File: config.mk
export PLATFORM = sky130hd
export DESIGN_NAME = ioctl_sdram_packer
export DESIGN_NICKNAME = d
export VERILOG_FILES = /design/src/rtl/ioctl_sdram_packer.sv
export SDC_FILE = /design/constraint.sdc
export NUM_CORES = 1
export LEC_CHECK = 0
export ABC_AREA = 1
export CAP_MARGIN = 20
export CELL_PAD_IN_SITES_DETAIL_PLACEMENT = 1
export CELL_PAD_IN_SITES_GLOBAL_PLACEMENT = 2
export CORE_MARGIN = 2
export CORE_UTILIZATION = 30
export CTS_BUF_LIST = sky130_fd_sc_hd__clkbuf_4 sky130_fd_sc_hd__clkbuf_8 sky130_fd_sc_hd__clkbuf_16
export CTS_CLUSTER_DIAMETER = 30
export DETAILED_ROUTE_END_ITERATION = 7
export PLACE_DENSITY = 0.63
export SYNTH_ARGS = -nofsm -noshare
export SYNTH_HDL_FRONTEND = slang
export SYNTH_SLANG_ARGS = --single-unit
File: constraint.sdc
create_clock -name clk_sys -period 5 [get_ports clk_sys]
set_input_delay 1 -clock clk_sys [delete_from_list [all_inputs] [get_ports clk_sys]]
set_output_delay 1 -clock clk_sys [all_outputs]
set_load 0.005 [all_outputs]
File: src/rtl/ioctl_sdram_packer.sv
// ioctl_sdram_packer
//   Packs the byte-wide ioctl download stream into 16-bit SDRAM words with
//   byte enables. Even/odd bytes of the same word are merged. Lone bytes
//   are written with a single byte enable. Words queue in a small ring FIFO
//   that feeds a level-request / ack-pulse memory port.
//
// Ports
//   clk_sys        system clock, all logic on its rising edge
//   reset          synchronous active-high reset
//   ioctl_download high while a download is active (edges start/end it)
//   ioctl_wr       one-cycle byte strobe
//   ioctl_addr     byte address of ioctl_dout
//   ioctl_dout     download byte
//   mem_req        word at FIFO head is valid (registered not-empty)
//   mem_addr       word address (byte address [24:1])
//   mem_wdata      even byte in [7:0], odd byte in [15:8]
//   mem_be         byte enables, [0] even byte, [1] odd byte
//   mem_ack        one-cycle pulse, head word written
//   ioctl_wait     high when the FIFO has at most one free entry
//   busy           high from download start until done
//   done           one-cycle completion pulse
//   overflow       sticky, a word was dropped on a full FIFO
//   byte_count     accepted strobes in the current download
module ioctl_sdram_packer #(
    parameter int FIFO_AW = 2
) (
    input  logic        clk_sys,
    input  logic        reset,
    input  logic        ioctl_download,
    input  logic        ioctl_wr,
    input  logic [24:0] ioctl_addr,
    input  logic [7:0]  ioctl_dout,
    output logic        mem_req,
    output logic [23:0] mem_addr,
    output logic [15:0] mem_wdata,
    output logic [1:0]  mem_be,
    input  logic        mem_ack,
    output logic        ioctl_wait,
    output logic        busy,
    output logic        done,
    output logic        overflow,
    output logic [24:0] byte_count
);

    localparam int DEPTH = 1 << FIFO_AW;
    localparam int ENT_W = 24 + 16 + 2;
    localparam logic [FIFO_AW:0] FULL_CNT = {1'b1, {FIFO_AW{1'b0}}};
    localparam logic [FIFO_AW:0] WAIT_CNT = FULL_CNT - 1'b1;

    typedef enum logic [1:0] {
        IDLE  = 2'd0,
        HALF  = 2'd1,
        FLUSH = 2'd2,
        DRAIN = 2'd3
    } state_t;

    state_t              state;
    state_t              state_nxt;
    logic                dl_prev;
    logic                dl_rise;
    logic                accept_wr;
    logic                latch_held;
    logic [24:0]         held_addr;
    logic [7:0]          held_byte;

    logic                push_vld_p0;
    logic [ENT_W-1:0]    push_ent_p0;

    logic [ENT_W-1:0]    fifo_mem [DEPTH];
    logic [FIFO_AW-1:0]  wr_ptr;
    logic [FIFO_AW-1:0]  rd_ptr;
    logic [FIFO_AW-1:0]  rd_ptr_nxt;
    logic [FIFO_AW:0]    count;
    logic [FIFO_AW:0]    count_nxt;
    logic [FIFO_AW:0]    inc_w;
    logic [FIFO_AW:0]    dec_w;
    logic                pop;
    logic                full;
    logic                push_ok;
    logic                drop;
    logic [ENT_W-1:0]    head_nxt;

    function automatic logic [ENT_W-1:0] pack_word(input logic [23:0] waddr,
                                                   input logic [15:0] wdata,
                                                   input logic [1:0]  be);
        return {waddr, wdata, be};
    endfunction

    // Stage p0: packer decode, decides this cycle's push and next state
    always_comb begin
        dl_rise     = ioctl_download && !dl_prev;
        accept_wr   = ioctl_wr && busy;
        push_vld_p0 = 1'b0;
        push_ent_p0 = '0;
        latch_held  = 1'b0;
        state_nxt   = state;
        if (dl_rise) begin
            state_nxt = IDLE;
        end else begin
            case (state)
                IDLE: begin
                    // busy with download low means the download has ended
                    if (busy && !ioctl_download) begin
                        state_nxt = DRAIN;
                    end else if (accept_wr) begin
                        if (!ioctl_addr[0]) begin
                            latch_held = 1'b1;
                            state_nxt  = HALF;
                        end else begin
                            push_vld_p0 = 1'b1;
                            push_ent_p0 = pack_word(ioctl_addr[24:1], {ioctl_dout, 8'h00}, 2'b10);
                        end
                    end
                end
                HALF: begin
                    if (!ioctl_download) begin
                        push_vld_p0 = 1'b1;
                        push_ent_p0 = pack_word(held_addr[24:1], {8'h00, held_byte}, 2'b01);
                        state_nxt   = DRAIN;
                    end else if (accept_wr) begin
                        push_vld_p0 = 1'b1;
                        if (ioctl_addr == held_addr + 25'd1) begin
                            push_ent_p0 = pack_word(held_addr[24:1], {ioctl_dout, held_byte}, 2'b11);
                            state_nxt   = IDLE;
                        end else begin
                            // flush the held even byte; the new byte is kept
                            // either as the next even byte or for FLUSH
                            push_ent_p0 = pack_word(held_addr[24:1], {8'h00, held_byte}, 2'b01);
                            latch_held  = 1'b1;
                            state_nxt   = ioctl_addr[0] ? FLUSH : HALF;
                        end
                    end
                end
                FLUSH: begin
                    push_vld_p0 = 1'b1;
                    push_ent_p0 = pack_word(held_addr[24:1], {held_byte, 8'h00}, 2'b10);
                    state_nxt   = IDLE;
                end
                DRAIN: begin
                    if (count == '0) state_nxt = IDLE;
                end
                default: state_nxt = IDLE;
            endcase
        end
    end

    // FIFO bookkeeping; the head word is computed for the next cycle so the
    // memory port outputs can be registered
    always_comb begin
        pop        = mem_ack && mem_req;
        full       = (count == FULL_CNT);
        push_ok    = push_vld_p0 && (!full || pop);
        drop       = push_vld_p0 && full && !pop;
        inc_w      = {{FIFO_AW{1'b0}}, push_ok};
        dec_w      = {{FIFO_AW{1'b0}}, pop};
        count_nxt  = count + inc_w - dec_w;
        rd_ptr_nxt = pop ? rd_ptr + 1'b1 : rd_ptr;
        // a push landing in the slot that becomes head bypasses the array
        if (push_ok && (rd_ptr_nxt == wr_ptr)) head_nxt = push_ent_p0;
        else                                   head_nxt = fifo_mem[rd_ptr_nxt];
    end

    // Stage p1: registered control, FIFO pointers and memory port
    always_ff @(posedge clk_sys) begin
        if (reset) begin
            state      <= IDLE;
            dl_prev    <= ioctl_download;
            busy       <= 1'b0;
            done       <= 1'b0;
            overflow   <= 1'b0;
            byte_count <= '0;
            wr_ptr     <= '0;
            rd_ptr     <= '0;
            count      <= '0;
            mem_req    <= 1'b0;
            mem_addr   <= '0;
            mem_wdata  <= '0;
            mem_be     <= '0;
            ioctl_wait <= 1'b0;
        end else begin
            state   <= state_nxt;
            dl_prev <= ioctl_download;
            done    <= 1'b0;
            if (dl_rise) begin
                busy       <= 1'b1;
                byte_count <= '0;
                overflow   <= 1'b0;
            end else begin
                if (accept_wr) byte_count <= byte_count + 25'd1;
                if (drop)      overflow   <= 1'b1;
                if (state == DRAIN && count == '0) begin
                    done <= 1'b1;
                    busy <= 1'b0;
                end
            end
            if (push_ok) wr_ptr <= wr_ptr + 1'b1;
            rd_ptr     <= rd_ptr_nxt;
            count      <= count_nxt;
            mem_req    <= (count_nxt != '0);
            ioctl_wait <= (count_nxt >= WAIT_CNT);
            if (count_nxt != '0) begin
                mem_addr  <= head_nxt[ENT_W-1:18];
                mem_wdata <= head_nxt[17:2];
                mem_be    <= head_nxt[1:0];
            end
        end
    end

    // Data-only registers: held byte and FIFO storage
    always_ff @(posedge clk_sys) begin
        if (latch_held) begin
            held_addr <= ioctl_addr;
            held_byte <= ioctl_dout;
        end
        if (push_ok) fifo_mem[wr_ptr] <= push_ent_p0;
    end

endmodule

Word-level counts from Yosys, hierarchy flattened
Memories as Yosys holds them, arrays and structs flattened. A register that Yosys moved wholly into a read port is not among the register bits.
Cells that the tools add are included.
Operators by class
  $add $sub $neg: 6
  multipliers: 0
  divide/modulo/power cells: 0
  magnitude comparators: 1
  eq/ne operators: 9
  shifts and indexed selects: 0
  mux-type cells: 38
  bitwise logic cells: 0
  reduce and logical (&&, ||, !) cells: 19
Operator list (number)
  42-bit 2-to-1 mux: 6
  42-bit case mux with 3 select lines: 1
  25-bit by 1-bit adder with 25-bit output, second input constant: 2
  25-bit == test: 1
  1-bit 2-to-1 mux: 18
  18-bit 2-to-1 mux: 1
  2-bit 2-to-1 mux: 9
  3-bit != test, second input constant: 3
  1-bit logical AND: 8
  2-bit case mux with 4 select lines: 1
  2-bit by 1-bit adder with 2-bit output, second input constant: 2
  2-bit == test, second input constant: 2
  1-bit zero test: 4
  4-bit AND reduction: 1
  3-bit by 1-bit adder with 3-bit output: 1
  3-bit == test, second input constant: 1
  3-bit by 2-bit >= comparator with 1-bit output, second input constant: 1
  3-bit zero test: 1
  1-bit case mux with 3 select lines: 1
  3-bit nonzero test: 1
  3-bit by 1-bit subtractor with 3-bit output: 1
  2-bit by 1-bit == test with 1-bit output, second input constant: 1
  2-bit zero test: 1
  2-bit != test, second input constant: 1
  other kinds (4): 4
Storage, ports and cells
  bits in registers: 73
  bits in latches: 0
  memory bits (writable): 168
  bits in read-only memories: 0
  bits of input ports: 38
  logic and storage cells: 87
  memories: 1
Memory list
  fifo_mem: depth 4, bits a word 42, rd ports 1, clocked after memory_dff 1, write ports 1, line 69  | logic [ENT_W-1:0] fifo_mem [DEPTH];

Longest topological paths before layout
  depth after elaboration: 9
  gate-level depth with buffers: 20
  depth with buffers taken out: 20

Least setup slack after synthesis
No wires, ideal clock.
  kind: input-to-reg
  start: input ioctl_download
  end: register mem_addr[10] (read register of fifo_mem)
  setup time: 0.117 ns
  data arrival time: 3.903 ns
  path slack: 0.980 ns
  cell stages on the path: 19
  path buffers: 1
  path through: inv_2 -> nand2_1 -> nand2_1 -> nor2_4 -> nand2_1 -> a21oi_4 -> nand2_4 -> ha_1 -> inv_1 -> ha_1 -> fa_1 -> xor2_1 -> xor2_1 -> nor3_1 -> clkinv_1 -> nand2_1 -> clkinv_1 -> clkbuf_1 -> a32o_1
Between the ends
  word-level cells in the longest chain between the ends: 9
Ends and longest elaborated chain
  start, declared: line 29  | input logic ioctl_download,
  1-bit zero test
  1-bit logical AND: line 103  | if (busy && !ioctl_download) begin
  1-bit 2-to-1 mux: line 103
  1-bit case mux with 3 select lines: line 100  | case (state)
  1-bit 2-to-1 mux (*): line 97  | if (dl_rise) begin
  1-bit logical AND (*): line 152  | push_ok = push_vld_p0 && (!full || pop);
  3-bit by 1-bit adder with 3-bit output (*): line 156  | count_nxt = count + inc_w - dec_w;
  3-bit by 1-bit subtractor with 3-bit output (*): line 156
  3-bit nonzero test (*): line 201  | if (count_nxt != '0) begin
  end, declared: line 34  | output logic [23:0] mem_addr,
Mark *: on every way between the ends. The rest lies on a longest branch, timed or not.
A chain may end at the register's enable or synchronous reset.

Worst setup path in the final report
Ends and elaborated chain as after synthesis.

==> impl_metrics.py <==
metrics = {
    "setup_path": {
        "cp.required_ns": 5.51,
        "cpPeakStageDelay_ns": 0.59,
        "crit_arrival_ns": 4.64,
        "start_kind": "input pin",
        "path_buf_inv": 6,
        "crit_family": "buffers and inverters",
        "crit_slowest_cell": "clkdlybuf4s50_1",
        "crit_path_frequent_cell": "nand2_1",
        "path_cells": "clkdlybuf4s50_1, inv_2, nand2_1, nand2_1, nor2_4, nand2_1, a21oi_4, nand2_4, ha_1, inv_1, ha_1, fa_1, xor2_1, xor2_1, nor3_1, clkinv_1, buf_4, nor2_4, buf_12, a32o_1",
        "crit_fanout": 35,
        "crit_path_end_kind": "register",
        "crit_type": "in2reg",
    },
    "grt": {
        "grt_pass1_wl_mm": 61.9,
        "grt_remaining_overflow": 0,
        "use_met2": 0.303,
        "grt_pass1_vias": 10700,
        "grtUsageMet3": 0.0370,
        "grt_max_degree": 85,
        "use_met1": 0.240,
        "antenna_found_initial": 0,
        "grt_use_total": 0.183,
        "gr-max-usage-layer": "met2",
    },
    "yosys": {
        "async_flop_share": 0,
        "ys_types": 44,
        "syn_nets": 1387,
        "syn_avg_cell_area_um2": 9.57,
        "synth_edf_count": 201,
        "ys.flop_type": "edfxtp_1",
        "synth_top_area_frac": 0.471,
        "mappedNetlistArea_mm2": 0.0128,
        "ys_top_cells_by_count": "nand2_1, edfxtp_1, nor2_1",
        "synthTopCellsByArea": "edfxtp_1, dfxtp_1, nand2_1, nor2_1, o21ai_0",
        "synth_seq_cells": 283,
        "yosysSeqAreaShare": 0.599,
        "synth_warnings": 0,
        "yosysTopAreaCell": "edfxtp_1",
        "syn_inst": 1340,
        "post-synth-top-count-cell": "nand2_1",
    },
    "pwr": {
        "ir_drop_v": 0.000259,
        "switchingPower_uw": 2990,
        "combPwrFrac": 0.209,
        "pwr-share-seq": 0.293,
        "finalPower_uw": 10100,
        "leakagePower_uw": 0.00672,
        "p_clk_frac": 0.498,
        "p_sw_frac": 0.296,
        "p_int_uw": 7110,
        "power.density_mw_per_mm2": 584,
    },
    "timing": {
        "finClkSkew_ns": 0.0239,
        "rsz0062_at_grt": "false",
        "maxSlewHeadroom": 0.383,
        "drv_slew": 0,
        "worst_slew_pin_slew_ns": 0.926,
        "setup_viol": 0,
        "final.setup.tns_ns": 0,
        "clock.fmax_mhz": 242,
        "hold_violations": 0,
        "fin_crit_ns": 4.13,
        "period_share": 0.826,
        "setup_slack_ns": 0.870,
    },
    "hold_path": {
        "min-delay-path-class": "reg2reg",
    },
    "floorplanning": {
        "core_mm2": 0.0420,
        "start_util": 0.305,
        "fp.dieW_um": 211,
        "core.rowCount": 75,
        "die_height_um": 211,
        "die_area_mm2": 0.0444,
        "io_pins": 110,
    },
    "detailed_routing": {
        "drc": 0,
        "totalWireLength_mm": 40.0,
        "firstDrtPassIters": 4,
        "vias": 10000,
        "drt_iter0_markers": 464,
        "wl_per_cell_um": 19.1,
        "vias_per_cell": 4.76,
        "ant_nets": 0,
    },
    "cts": {
        "cts_sinks": 283,
        "ctsResizeCount": 0,
        "postCtsHoldBufs": 0,
        "tritoncts": "yes",
        "clockRootBuffer": "clkbuf_16",
        "clock_path_buffers": 3,
        "post_cts_buffers": 0,
        "clk_latency_ns": 0.59,
        "htree_levels": 3,
        "cts_buffers": 75,
        "cts.clk_slew.worst_paths_ns": 0.04,
    },
    "place": {
        "dpl.hpwl_mm": 25.5,
        "place_area_mm2": 0.0146,
        "portBuffers": 109,
        "place_congestion": 0.759,
        "dp.cells": 1959,
        "place_ws_ns": 0.302,
    },
    "outcome": {
        "status": "finished clean",
    },
    "job": {
        "maxCapViolCount": 0,
    },
    "final_layout": {
        "n_antenna_cell": 0,
        "seqCellArea_mm2": 0.00768,
        "nNetsFinal": 1544,
        "multiInputGateArea_mm2": 0.00435,
        "drive_above_1_share": 0.138,
        "layoutNonFillerInstCount": 2099,
        "syn_to_final_growth_pct": 35.0,
        "fillerInstances": 4684,
        "final_cell_area_mm2": 0.0173,
    },
}
## placed cells by master, fill, tap and decap left out, types with 7 or more instances in the layout
cell	instances
nand2_1	272
nor2_1	172
bufinv_16	10
edfxtp_1	201
o22ai_1	25
xor2_1	18
o221ai_1	25
clkinv_1	7
nor2_2	8
o21ai_0	118
clkinvlp_4	11
o211ai_1	7
dfxtp_1	82
a32o_1	23
nand4_1	13
a21oi_1	21
nand3_1	57
clkinv_2	10
buf_4	20
nor3_1	9
inv_1	146
xnor2_1	11
inv_2	12
nor2_4	13
ha_1	8
inv_6	11
clkbuf_16	78
clkdlybuf4s50_1	109
## sequential cells by signal, indices dropped and copies added (netlist names)
name and flops:
mem_be 2, count 3, fifo_mem 168, overflow 1
state 2, byte_count 25, wr_ptr 2, ioctl_wait 1
done 1, rd_ptr 2, held_addr 25, mem_req 1
mem_wdata 16, busy 1, dl_prev 1, mem_addr 24
held_byte 8
## worst reg2reg max path: cells and delay by family, from the launching register on
kind | cells | cell delay (ns)
AO/OA/AOI/OAI | 3 | 0.46
XOR/XNOR | 2 | 0.32
adder cells (fa/ha/maj) | 3 | 0.83
buffers and inverters | 5 | 0.76
flip-flops | 1 | 0.39
AND/OR/NAND/NOR | 4 | 0.83
## cell type report
class,count,area share
Multi-Input combinational cell,842,0.251
Tap cell,539,0.0390
Inverter,162,0.0351
Clock inverter,51,0.0353
Sequential cell,283,0.444
Clock buffer,89,0.119
Timing Repair Buffer,133,0.0763
## power groups by stage
stage / clock, uW / sequential [uW] / combinational, uW
2_1_floorplan: 0 / 2950 / 1230
3_3_place_gp: 0 / 3010 / 2090
3_5_place_dp: 0 / 3010 / 2140
4_1_cts: 5120 / 2970 / 2160
5_1_grt: 5240 / 2980 / 2360
6_report: 5030 / 2960 / 2110
## layer usage
| layer | wire (um) | part of all wire | up-vias |
|---|---|---|---|
| met1 | 18900 | 0.47 | 4883 |
| met2 | 18700 | 0.47 | 170 |
| li1 | - | - | 4894 |
| met5 | 0 | 0 | - |
| met4 | 742 | 0.019 | 0 |
| met3 | 1610 | 0.040 | 54 |
## worst paths after layout
path	end	depth (start not counted)	from	slack (ns)
min reg2reg	byte_count[24]	1	byte_count[24]	0.44
max reg2reg	mem_addr[10]	17	state[1]	1.35
max	mem_addr[10]	20	ioctl_download	0.87
min	byte_count[24]	1	byte_count[24]	0.44
## logic make-up (layout without fill, tap and decap cells)
| kind of cell | count (synthesis) | in the layout | synth area share |
|---|---|---|---|
| DFF | 283 | 283 | 0.599 |
| buffers and inverters | 215 | 435 | 0.0657 |
| xor gates and xnor gates | 30 | 30 | 0.0211 |
| and+or+nand+nor | 569 | 569 | 0.190 |
| AOI/OAI and AO/OA | 234 | 234 | 0.114 |
| adders and majority gates | 9 | 9 | 0.00937 |
## through the flow
stage | hold slack [ns] | utilization
floorplan | 0.446 | -
global route | 0.462 | 0.412
CTS | 0.448 | 0.412
detailed placement | 0.443 | 0.348
global placement | 0.438 | 0.348
finish | 0.445 | 0.412
(Power assumes the default switching activity.)
